## src/rtl/vq18_elem_select.sv

```systemverilog
// vq18_elem_select
//   Consumer end of the VQ18 sort network. It collects the 18 ranked element
//   addresses (largest state first) and turns on the first K ranked elements.
//   The resulting select vector goes to the DAC element driver through a
//   valid/ready handshake. Malformed address frames are flagged.
//
// Ports
//   clk, rst          : clock, synchronous active-high reset
//   start, k_in       : frame start pulse and element count (sampled in IDLE)
//   addr_in/valid/ready : ranked address stream, rank 0 first
//   sel_out/valid/ready : element-select vector handoff
//   busy              : frame in progress (COLLECT or HOLD)
//   err_range/err_dup/err_k : sticky frame error flags, cleared by the next start
module vq18_elem_select #(
  parameter int N_ELEM = 18,
  parameter int AW     = 5,
  parameter int KW     = 5
) (
  input  logic              clk,
  input  logic              rst,
  input  logic              start,
  input  logic [KW-1:0]     k_in,
  input  logic [AW-1:0]     addr_in,
  input  logic              addr_valid,
  output logic              addr_ready,
  output logic [N_ELEM-1:0] sel_out,
  output logic              sel_valid,
  input  logic              sel_ready,
  output logic              busy,
  output logic              err_range,
  output logic              err_dup,
  output logic              err_k
);

  typedef enum logic [1:0] {IDLE, COLLECT, HOLD} state_t;

  state_t            state, state_nxt;
  logic [AW-1:0]     rank;
  logic [KW-1:0]     k_lat;
  logic [N_ELEM-1:0] seen;
  logic [N_ELEM-1:0] acc;
  logic [N_ELEM-1:0] acc_nxt;
  logic [N_ELEM-1:0] addr_bit;
  logic              accept;
  logic              in_range;
  logic              is_dup;
  logic              last;
  logic              rank_lt_k;

  // Element count saturates at the number of physical elements.
  function automatic logic [KW-1:0] clamp_k(input logic [KW-1:0] k);
    if (k > KW'(N_ELEM)) return KW'(N_ELEM);
    else return k;
  endfunction

  function automatic logic k_over(input logic [KW-1:0] k);
    return (k > KW'(N_ELEM));
  endfunction

  // Address decode: out-of-range addresses map to an empty mask so they
  // can never touch seen/acc.
  assign in_range  = (addr_in < AW'(N_ELEM));
  assign addr_bit  = in_range ? (N_ELEM'(1) << addr_in) : '0;
  assign is_dup    = |(seen & addr_bit);
  assign last      = (rank == AW'(N_ELEM - 1));
  assign rank_lt_k = (32'(rank) < 32'(k_lat));
  assign accept    = addr_valid && addr_ready;
  assign acc_nxt   = (in_range && !is_dup && rank_lt_k) ? (acc | addr_bit) : acc;

  always_ff @(posedge clk) begin
    if (rst) state <= IDLE;
    else     state <= state_nxt;
  end

  always_comb begin
    state_nxt  = state;
    addr_ready = 1'b0;
    sel_valid  = 1'b0;
    busy       = 1'b0;
    case (state)
      IDLE: begin
        if (start) state_nxt = COLLECT;
      end
      COLLECT: begin
        addr_ready = 1'b1;
        busy       = 1'b1;
        if (addr_valid && last) state_nxt = HOLD;
      end
      HOLD: begin
        sel_valid = 1'b1;
        busy      = 1'b1;
        if (sel_ready) state_nxt = IDLE;
      end
      default: state_nxt = IDLE;
    endcase
  end

  // Frame datapath: rank counter, seen mask, accumulator and flags.
  always_ff @(posedge clk) begin
    if (rst) begin
      rank      <= '0;
      k_lat     <= '0;
      seen      <= '0;
      acc       <= '0;
      sel_out   <= '0;
      err_range <= 1'b0;
      err_dup   <= 1'b0;
      err_k     <= 1'b0;
    end else if (state == IDLE && start) begin
      k_lat     <= clamp_k(k_in);
      err_k     <= k_over(k_in);
      err_range <= 1'b0;
      err_dup   <= 1'b0;
      seen      <= '0;
      acc       <= '0;
      rank      <= '0;
    end else if (accept) begin
      // Malformed entries still consume a rank.
      rank <= rank + AW'(1);
      if (!in_range)   err_range <= 1'b1;
      else if (is_dup) err_dup   <= 1'b1;
      else             seen      <= seen | addr_bit;
      acc <= acc_nxt;
      if (last) sel_out <= acc_nxt;
    end
  end

endmodule

```

## config.mk

```make
export PLATFORM = sky130hd
export DESIGN_NAME = vq18_elem_select
export DESIGN_NICKNAME = d
export VERILOG_FILES = /design/src/rtl/vq18_elem_select.sv
export SDC_FILE = /design/constraint.sdc
export NUM_CORES = 1
export LEC_CHECK = 0
export CAP_MARGIN = 20
export CORE_UTILIZATION = 44
export CTS_CLUSTER_DIAMETER = 120
export DETAILED_ROUTE_END_ITERATION = 8
export PLACE_DENSITY = 0.65
export SLEW_MARGIN = 10
export SYNTH_ARGS = -nofsm -noshare
export SYNTH_HDL_FRONTEND = slang
export SYNTH_SLANG_ARGS = --single-unit
```

## constraint.sdc

```tcl
create_clock -name clk -period 3 [get_ports clk]
set_input_delay 0.3 -clock clk [delete_from_list [all_inputs] [get_ports clk]]
set_output_delay 0.3 -clock clk [all_outputs]
set_load 0.02 [all_outputs]
```

==> qor.log, run 1 <==
INFO  pwr            power_frac_seq=44.1%
INFO  cts            h_tree_depth=3
INFO  detailed_routing drt-pass1-iter-count=7
INFO  timing         final.setup.tns=0ns
INFO  global_routing first_global_vias=2432
INFO  timing         drv_slew=0
INFO  timing         slew-limit-headroom=64.0%
INFO  yosys          synth-seq-area-share=45.7%
INFO  setup_path     worstSetupEndpointType=register
INFO  timing         hold_viol_final=0
INFO  worst_hold_path min-delay-start=seen[14]$_SDFFE_PP0P_
INFO  pwr            power.ir.vdd_worst=0.547mV
INFO  setup_path     path_cells=clkdlybuf4s50_1, mux2_4, a32oi_2, o211ai_2, or4_4, or4_4, o21ai_2
INFO  setup_path     reg2reg_slack=0.80ns
INFO  global_routing overall_routing_resource_usage=21.5%
INFO  setup_path     crit_top_cell=sky130_fd_sc_hd__or4_4
INFO  final_layout   syn2layout_area_growth=24.4%
INFO  pwr            combinational_fraction_of_design_power=21.9%
INFO  final_layout   postLayoutCoreUtil=57.9%
INFO  outcome        violations=DRC
INFO  yosys          postSynthCellCount=340
INFO  cts            worst_skew_pair.late_latency=0.36ns
INFO  worst_hold_path timing.hold.worst_path_depth=2
INFO  timing         final_min_period_over_clock_period=80.8%
INFO  setup_path     rr_endpoint=acc[7]$_SDFFE_PP0P_
INFO  yosys          synth.yosys.warnings=0
INFO  final_layout   layout.nets=415
INFO  detailed_routing drtAntennaViolNets=0
INFO  timing         setup_ws=0.576ns
INFO  cts            number_of_clock_buffers_inserted_by_tritoncts=9
INFO  cts            post_cts_resized=0
INFO  global_routing overflow=0
INFO  setup_path     critPathArrivalTime=2.72ns
INFO  die            die_x=84.9µm
INFO  detailed_routing drt_wl_total=7120µm
INFO  pwr            netSwitchingPower=0.672mW
INFO  setup_path     timing_worst_setup_path_type=input port to register
INFO  setup_path     reg2reg_depth=6
INFO  timing         clock_skew=0.0116ns
INFO  setup_path     worstSetupStartpointType=input port
INFO  detailed_routing route.detailed.wl_per_inst=15.1µm
INFO  die            num_io_pins=39
INFO  detailed_routing drc=2
INFO  die            start_util=46.6%
INFO  die            design.die.area=7210µm²
INFO  yosys          synth_cell_area=3030µm²
INFO  cts            ctsHoldBuffers=0
INFO  placed_design  dp_slack=0.233ns
INFO  die            die_y=84.9µm
INFO  timing         grt_setup_unrepaired=false
INFO  placed_design  finalWeightedCongestion=0.821
INFO  pwr            swShare=30.6%
INFO  detailed_routing detail_route.vias_per_cell=5.48
INFO  final_layout   drive_above_1_share=12.7%
INFO  setup_path     worst_path_dominant_cell_family=simple AND/OR/NAND/NOR gates
INFO  cts            post_cts_buffers=0
INFO  yosys          number_of_synthesized_flops_with_an_enable_pin=0
INFO  final_layout   insertedDiodeCount=0
INFO  yosys          share_of_async_settable_or_async_resettable_flops_after_synthesis=0%
INFO  cts            clk_root_buffer_cell=sky130_fd_sc_hd__clkbuf_8
INFO  final_layout   final_common_cell=sky130_fd_sc_hd__dfxtp_1
INFO  timing         worst-slew-pin-transition=0.539ns
INFO  timing         achievable-frequency=413MHz
INFO  global_routing antenna_found_initial=0
INFO  pwr            clock_power_share=34.0%
INFO  setup_path     path_max_fanout=4
INFO  cts            clock-sinks=69
INFO  pwr            power_density=583nW/µm²
INFO  detailed_routing drt-initial-drc-count=189
INFO  setup_path     cp.required=3.29ns
INFO  flow_run       cap_violations=0
INFO  yosys          netlist-cell-type-count=49
INFO  timing         finalWorstPathRequiredPeriod=2.42ns
INFO  setup_path     worstReg2RegStart=seen[1]$_SDFFE_PP0P_
INFO  yosys          postSynthAreaPerCell=8.90µm²
INFO  cts            clock_slew_seen_by_the_registers_of_the_worst_setup_and_hold_paths=0.08ns
INFO  timing         finalSetupViolations=0
INFO  pwr            power_report.internal_total=1.52mW
INFO  final_layout   mostFrequentLayoutCells=sky130_fd_sc_hd__dfxtp_1, sky130_fd_sc_hd__nand2_1, sky130_fd_sc_hd__clkdlybuf4s50_1, sky130_fd_sc_hd__o21ai_0, sky130_fd_sc_hd__nor2_1
INFO  pwr            p_leak=1.33nW
INFO  global_routing grt_start_max_net_pins=33
INFO  global_routing grt_first_pass_wirelength=11900µm
INFO  placed_design  post-dp-hpwl=5180µm
INFO  setup_path     worst-path-buf-inv=1
INFO  setup_path     critical_path_cell_count=7
INFO  detailed_routing via_count=2586
INFO  outcome        status=finished, violations left
INFO  yosys          ys_dominant_reg_cell=sky130_fd_sc_hd__dfxtp_1
INFO  die            coreArea=6490µm²
INFO  worst_hold_path min-delay-path-class=register to register
INFO  pwr            totalPowerFinal=2.19mW
INFO  setup_path     max_stage_delay=0.54ns
INFO  placed_design  placement.io_buffers=38
INFO  die            num_rows=29
INFO  timing         whs=0.452ns
INFO  yosys          synth_nets=365
INFO  yosys          seq_cells_post_synth=69
INFO  setup_path     cp_max_stage_cell=sky130_fd_sc_hd__clkdlybuf4s50_1
INFO  cts            ctsLongestPathBuffers=2
INFO  cts            cts_tree=yes
INFO  worst_hold_path min_to=seen[14]$_SDFFE_PP0P_
==> synth_stat cells (all sizes together), types with 4 or more instances <==
cell	instances	area share [%]
inv	11	1.4
o21ai	33	6.0
a211oi	4	0.99
nand3	12	2.0
a21oi	12	2.0
mux2i	20	6.6
nand4	5	1.0
ha	10	4.1
nand2	48	6.0
nor2b	5	1.0
buf	7	1.3
dfxtp	69	46
nor2	26	3.2
nor3	4	0.83
o22ai	19	3.9
clkbuf	11	1.4
==> layout make-up <==
type | count | area [µm²]
multi-input cells | 242 | 1530
flip-flops and latches | 69 | 1380
repair buffers | 57 | 523
inverters | 11 | 41.3
well taps | 77 | 96.3
clock buffers | 10 | 128
clock inverters | 6 | 63.8
fillers | 560 | 2730
==> per-layer routing <==
layer,track usage [%],vias to the layer above,wire (µm)
met2,33.1,42,3180
met5,0,-,0
li1,-,1314,-
met3,6.52,7,259
met4,6.93,0,91
met1,28.9,1223,3590
==> kinds of logic after synthesis <==
| logic type | Yosys count | synth area share, % |
|---|---|---|
| compound gates | 83 | 17.5 |
| xor+xnor | 4 | 1.16 |
| fa+ha+maj | 10 | 4.14 |
| buf+inv | 29 | 4.05 |
| flops | 69 | 45.7 |
| mux | 23 | 7.86 |
| simple gates | 122 | 19.7 |
==> registers in the layout (all words and copies together), names as in the netlist <==
signal     count
state          2
acc           18
seen          18
sel_out       18
k_lat          5
rank           5
err_k          1
err_range      1
err_dup        1
==> worst register-to-register path: stages, from the launching register on <==
cell                       delay, ns
sky130_fd_sc_hd__dfxtp_1        0.32
sky130_fd_sc_hd__mux2_4         0.27
sky130_fd_sc_hd__a32oi_2        0.26
sky130_fd_sc_hd__o211ai_2       0.15
sky130_fd_sc_hd__or4_4          0.54
sky130_fd_sc_hd__or4_4          0.48
sky130_fd_sc_hd__o21ai_2        0.12
==> through the flow <==
step                cells  cell area, µm²
floorplan             340            3030
global placement      456            3570
detailed placement    456            3570
CTS                   472            3760
global route          472            3760
finish                472            3760
==> power by group through the flow <==
stage / registers [mW] / logic (mW) / clock network, mW
floorplan: 0.987 / 0.294 / 0
global placement: 0.988 / 0.469 / 0
detailed placement: 0.988 / 0.478 / 0
CTS: 0.966 / 0.482 / 0.760
global route: 0.971 / 0.526 / 0.807
finish: 0.967 / 0.480 / 0.746
==> how the worst max path moves through the flow <==
stage | startpoint | endpoint
after global routing | addr_in[3] | sel_out[12]$_SDFFE_PP0P_
after CTS | addr_in[3] | acc[1]$_SDFFE_PP0P_
final | addr_in[3] | acc[7]$_SDFFE_PP0P_
after detailed placement | addr_in[3] | acc[1]$_SDFFE_PP0P_
after global placement | addr_in[3] | acc[4]$_SDFFE_PP0P_
after floorplan | state[1]$_SDFFE_PP0P_ | acc[12]$_SDFFE_PP0P_
No activity file was read; power rests on OpenSTA's default activity.
==> run 2: changes to the inputs <==
--- a/config.mk
+++ b/config.mk
@@ -9,7 +9,7 @@
 export CORE_UTILIZATION = 44
 export CTS_CLUSTER_DIAMETER = 120
 export DETAILED_ROUTE_END_ITERATION = 8
-export PLACE_DENSITY = 0.65
+export PLACE_DENSITY = 0.67
 export SLEW_MARGIN = 10
 export SYNTH_ARGS = -nofsm -noshare
 export SYNTH_HDL_FRONTEND = slang
==> constraint.sdc (replaced) <==
create_clock -name clk -period 2 [get_ports clk]
set_input_delay 0.2 -clock clk [delete_from_list [all_inputs] [get_ports clk]]
set_output_delay 0.2 -clock clk [all_outputs]
set_load 0.02 [all_outputs]
==> qor.log, run 2 (synthesis gave the netlist of run 1 again) <==
INFO  outcome        status=finished, violations left
INFO  outcome        violations=DRC, setup timing
INFO  global_routing grt_first_pass_wirelength=12800µm
INFO  pwr            power_density=850nW/µm²
INFO  timing         finalWorstPathRequiredPeriod=2.17ns
INFO  global_routing antenna_found_initial=0
INFO  placed_design  dp_slack=-0.683ns
INFO  pwr            netSwitchingPower=1.07mW
INFO  global_routing first_global_vias=2646
INFO  worst_hold_path min-delay-path-class=input port to register
INFO  setup_path     rr_endpoint=acc[7]$_SDFFE_PP0P_
INFO  placed_design  post-dp-hpwl=5550µm
INFO  timing         worst-slew-pin-transition=0.368ns
INFO  setup_path     reg2reg_slack=-0.17ns
INFO  die            num_io_pins=39
INFO  placed_design  count_of_placed_standard_cells_including_taps=489
INFO  placed_design  finalWeightedCongestion=0.862
INFO  setup_path     worstSetupEndpointType=register
INFO  die            die_y=84.9µm
INFO  timing         grt_setup_unrepaired=true
INFO  setup_path     max_stage_delay=0.53ns
INFO  pwr            clock_power_share=32.0%
INFO  timing         hold_viol_final=0
INFO  setup_path     worst-path-buf-inv=0
INFO  die            num_rows=29
INFO  flow_run       cap_violations=0
INFO  setup_path     cp_max_stage_cell=sky130_fd_sc_hd__or4_4
INFO  detailed_routing drtAntennaViolNets=0
INFO  setup_path     critPathArrivalTime=2.46ns
INFO  final_layout   insertedDiodeCount=0
INFO  detailed_routing drc=2
INFO  final_layout   mostFrequentLayoutCells=sky130_fd_sc_hd__dfxtp_1, sky130_fd_sc_hd__buf_4, sky130_fd_sc_hd__nand2_1, sky130_fd_sc_hd__clkdlybuf4s50_1, sky130_fd_sc_hd__nor2_1
INFO  setup_path     reg2reg_depth=6
INFO  final_layout   top_regs=acc: 18 flops, seen: 18 flops, sel_out: 18 flops
INFO  setup_path     worst_path_dominant_cell_family=simple AND/OR/NAND/NOR gates
INFO  cts            ctsHoldBuffers=0
INFO  timing         whs=0.430ns
INFO  pwr            swShare=30.6%
INFO  setup_path     critical_path_cell_count=6
INFO  final_layout   nFillCells=573
INFO  final_layout   ff_latch_area=1390µm²
INFO  detailed_routing route.detailed.wl_per_inst=15.3µm
INFO  final_layout   final_common_cell=sky130_fd_sc_hd__dfxtp_1
INFO  timing         final_min_period_over_clock_period=109%
INFO  pwr            p_leak=1.54nW
INFO  setup_path     critical_path.endpoint=acc[7]$_SDFFE_PP0P_
INFO  cts            clk_root_buffer_cell=sky130_fd_sc_hd__clkbuf_8
INFO  die            design.die.area=7210µm²
INFO  detailed_routing via_count=2762
INFO  placed_design  placement.io_buffers=38
INFO  setup_path     cp.required=2.28ns
INFO  cts            worst_skew_pair.late_latency=0.35ns
INFO  final_layout   syn2layout_area_growth=35.4%
INFO  detailed_routing drt_wl_total=7760µm
INFO  setup_path     crit_top_cell=sky130_fd_sc_hd__or4_4
INFO  setup_path     path_cells=mux2_4, a32oi_2, o211ai_2, or4_4, or4_4, o21ai_2
INFO  pwr            combinational_fraction_of_design_power=26.3%
INFO  cts            clock_slew_seen_by_the_registers_of_the_worst_setup_and_hold_paths=0.08ns
INFO  timing         slew-limit-headroom=75.3%
INFO  pwr            power.ir.vdd_worst=0.635mV
INFO  timing         achievable-frequency=460MHz
INFO  global_routing overall_routing_resource_usage=22.9%
INFO  pwr            power_report.internal_total=2.41mW
INFO  timing         setup_ws=-0.175ns
INFO  detailed_routing detail_route.vias_per_cell=5.44
INFO  global_routing overflow=0
INFO  final_layout   layout.nets=451
INFO  timing         clock_skew=0.0103ns
INFO  die            die_x=84.9µm
INFO  cts            cts_tree=yes
INFO  cts            number_of_clock_buffers_inserted_by_tritoncts=9
INFO  timing         drv_slew=0
INFO  detailed_routing drt-initial-drc-count=172
INFO  global_routing grt_start_max_net_pins=33
INFO  setup_path     path_max_fanout=4
INFO  final_layout   instances_no_fill=508
INFO  setup_path     cp-startpoint=seen[1]$_SDFFE_PP0P_
INFO  die            coreArea=6490µm²
INFO  final_layout   drive_above_1_share=22.5%
INFO  timing         finalSetupViolations=4
INFO  cts            ctsLongestPathBuffers=2
INFO  cts            h_tree_depth=3
INFO  cts            clock-sinks=69
INFO  setup_path     timing_worst_setup_path_type=register to register
INFO  setup_path     worstReg2RegStart=seen[1]$_SDFFE_PP0P_
INFO  pwr            power_frac_seq=41.7%
INFO  detailed_routing drt-pass1-iter-count=6
INFO  die            start_util=46.6%
INFO  setup_path     worstSetupStartpointType=register
INFO  final_layout   multi_input_area=1580µm²
## run 2: cell types whose count changed in the layout (fill, tap and decap cells not counted), sizes merged
cell / change
clkdlybuf4s50: -5
clkinvlp: -1
dlygate4sd2: +4
buf: +36
clkbuf: -1
clkinv: +2
dlymetal6s2s: +1
## run 2: timing repair
| action | in CTS | in global routing |
|---|---|---|
| resized for setup | 7 | 16 |
| endpoints found under the setup margin | 41 | 44 |
| endpoints found under the hold margin | 0 | 0 |
| setup buffers | 1 | 2 |
| gates cloned | 0 | 0 |
| pin swaps | 1 | 5 |
## run 2: routing by layer
metal | track usage, % | up-vias | share of wire [%]
met2 | 38.7 | 58 | 49
met1 | 29.0 | 1305 | 46
li1 | - | 1390 | -
met4 | 7.55 | 0 | 1.5
met3 | 5.25 | 9 | 4.0
met5 | 0 | - | 0
## run 2: worst min path at each step
stage	from	end	slack (ns)	cells after the start
6_report	addr_in[3]	acc[12]$_SDFFE_PP0P_	0.43	3
5_1_grt	addr_in[3]	acc[12]$_SDFFE_PP0P_	0.46	3
4_1_cts	addr_in[3]	acc[12]$_SDFFE_PP0P_	0.42	3
3_5_place_dp	seen[14]$_SDFFE_PP0P_	seen[14]$_SDFFE_PP0P_	0.44	2
3_3_place_gp	seen[14]$_SDFFE_PP0P_	seen[14]$_SDFFE_PP0P_	0.43	2
2_1_floorplan	k_in[0]	k_lat[0]$_SDFFE_PP0P_	0.35	2
## run 2: worst reg2reg max path: cells and delay by family, from the launching register on
family	cells	cell delay (ns)
AOI/OAI and AO/OA	3	0.51
DFF	1	0.33
muxes	1	0.27
and+or+nand+nor	2	1.01
## run 2: metrics by stage
step	utilization, %	power [mW]	instance area (µm²)	setup TNS (ns)
3_5_place_dp	59.2	2.37	3840	-21.14
4_1_cts	62.3	3.48	4050	-0.714
2_1_floorplan	-	1.95	3040	-0.538
3_3_place_gp	59.2	2.35	3840	-19.02
6_report	63.1	3.48	4100	-0.680
5_1_grt	63.1	3.66	4100	-0.916
## run 2: area by class of cell
class / instances / share of cell area, %
multi-input combinational: 242 / 38.5
sequential: 69 / 33.8
clock inverter: 7 / 1.62
clock buffer: 9 / 3.02
tap: 77 / 2.35
timing repair buffer: 93 / 19.7
inverter: 11 / 1.01
## run 2: power by group through the flow
stage	Combinational, mW	Clock [mW]	Sequential [mW]
floorplan	0.463	0	1.49
global placement	0.870	0	1.48
detailed placement	0.891	0	1.48
CTS	0.896	1.14	1.45
global route	1.01	1.20	1.45
finish	0.916	1.11	1.45
==> run 3: changes to the inputs <==
--- a/config.mk
+++ b/config.mk
@@ -10,7 +10,6 @@
 export CTS_CLUSTER_DIAMETER = 120
 export DETAILED_ROUTE_END_ITERATION = 8
 export PLACE_DENSITY = 0.67
-export SLEW_MARGIN = 10
 export SYNTH_ARGS = -nofsm -noshare
 export SYNTH_HDL_FRONTEND = slang
 export SYNTH_SLANG_ARGS = --single-unit
==> results of run 3 <==
Same layout as run 2: the final DEF is identical, and so are final timing and power.
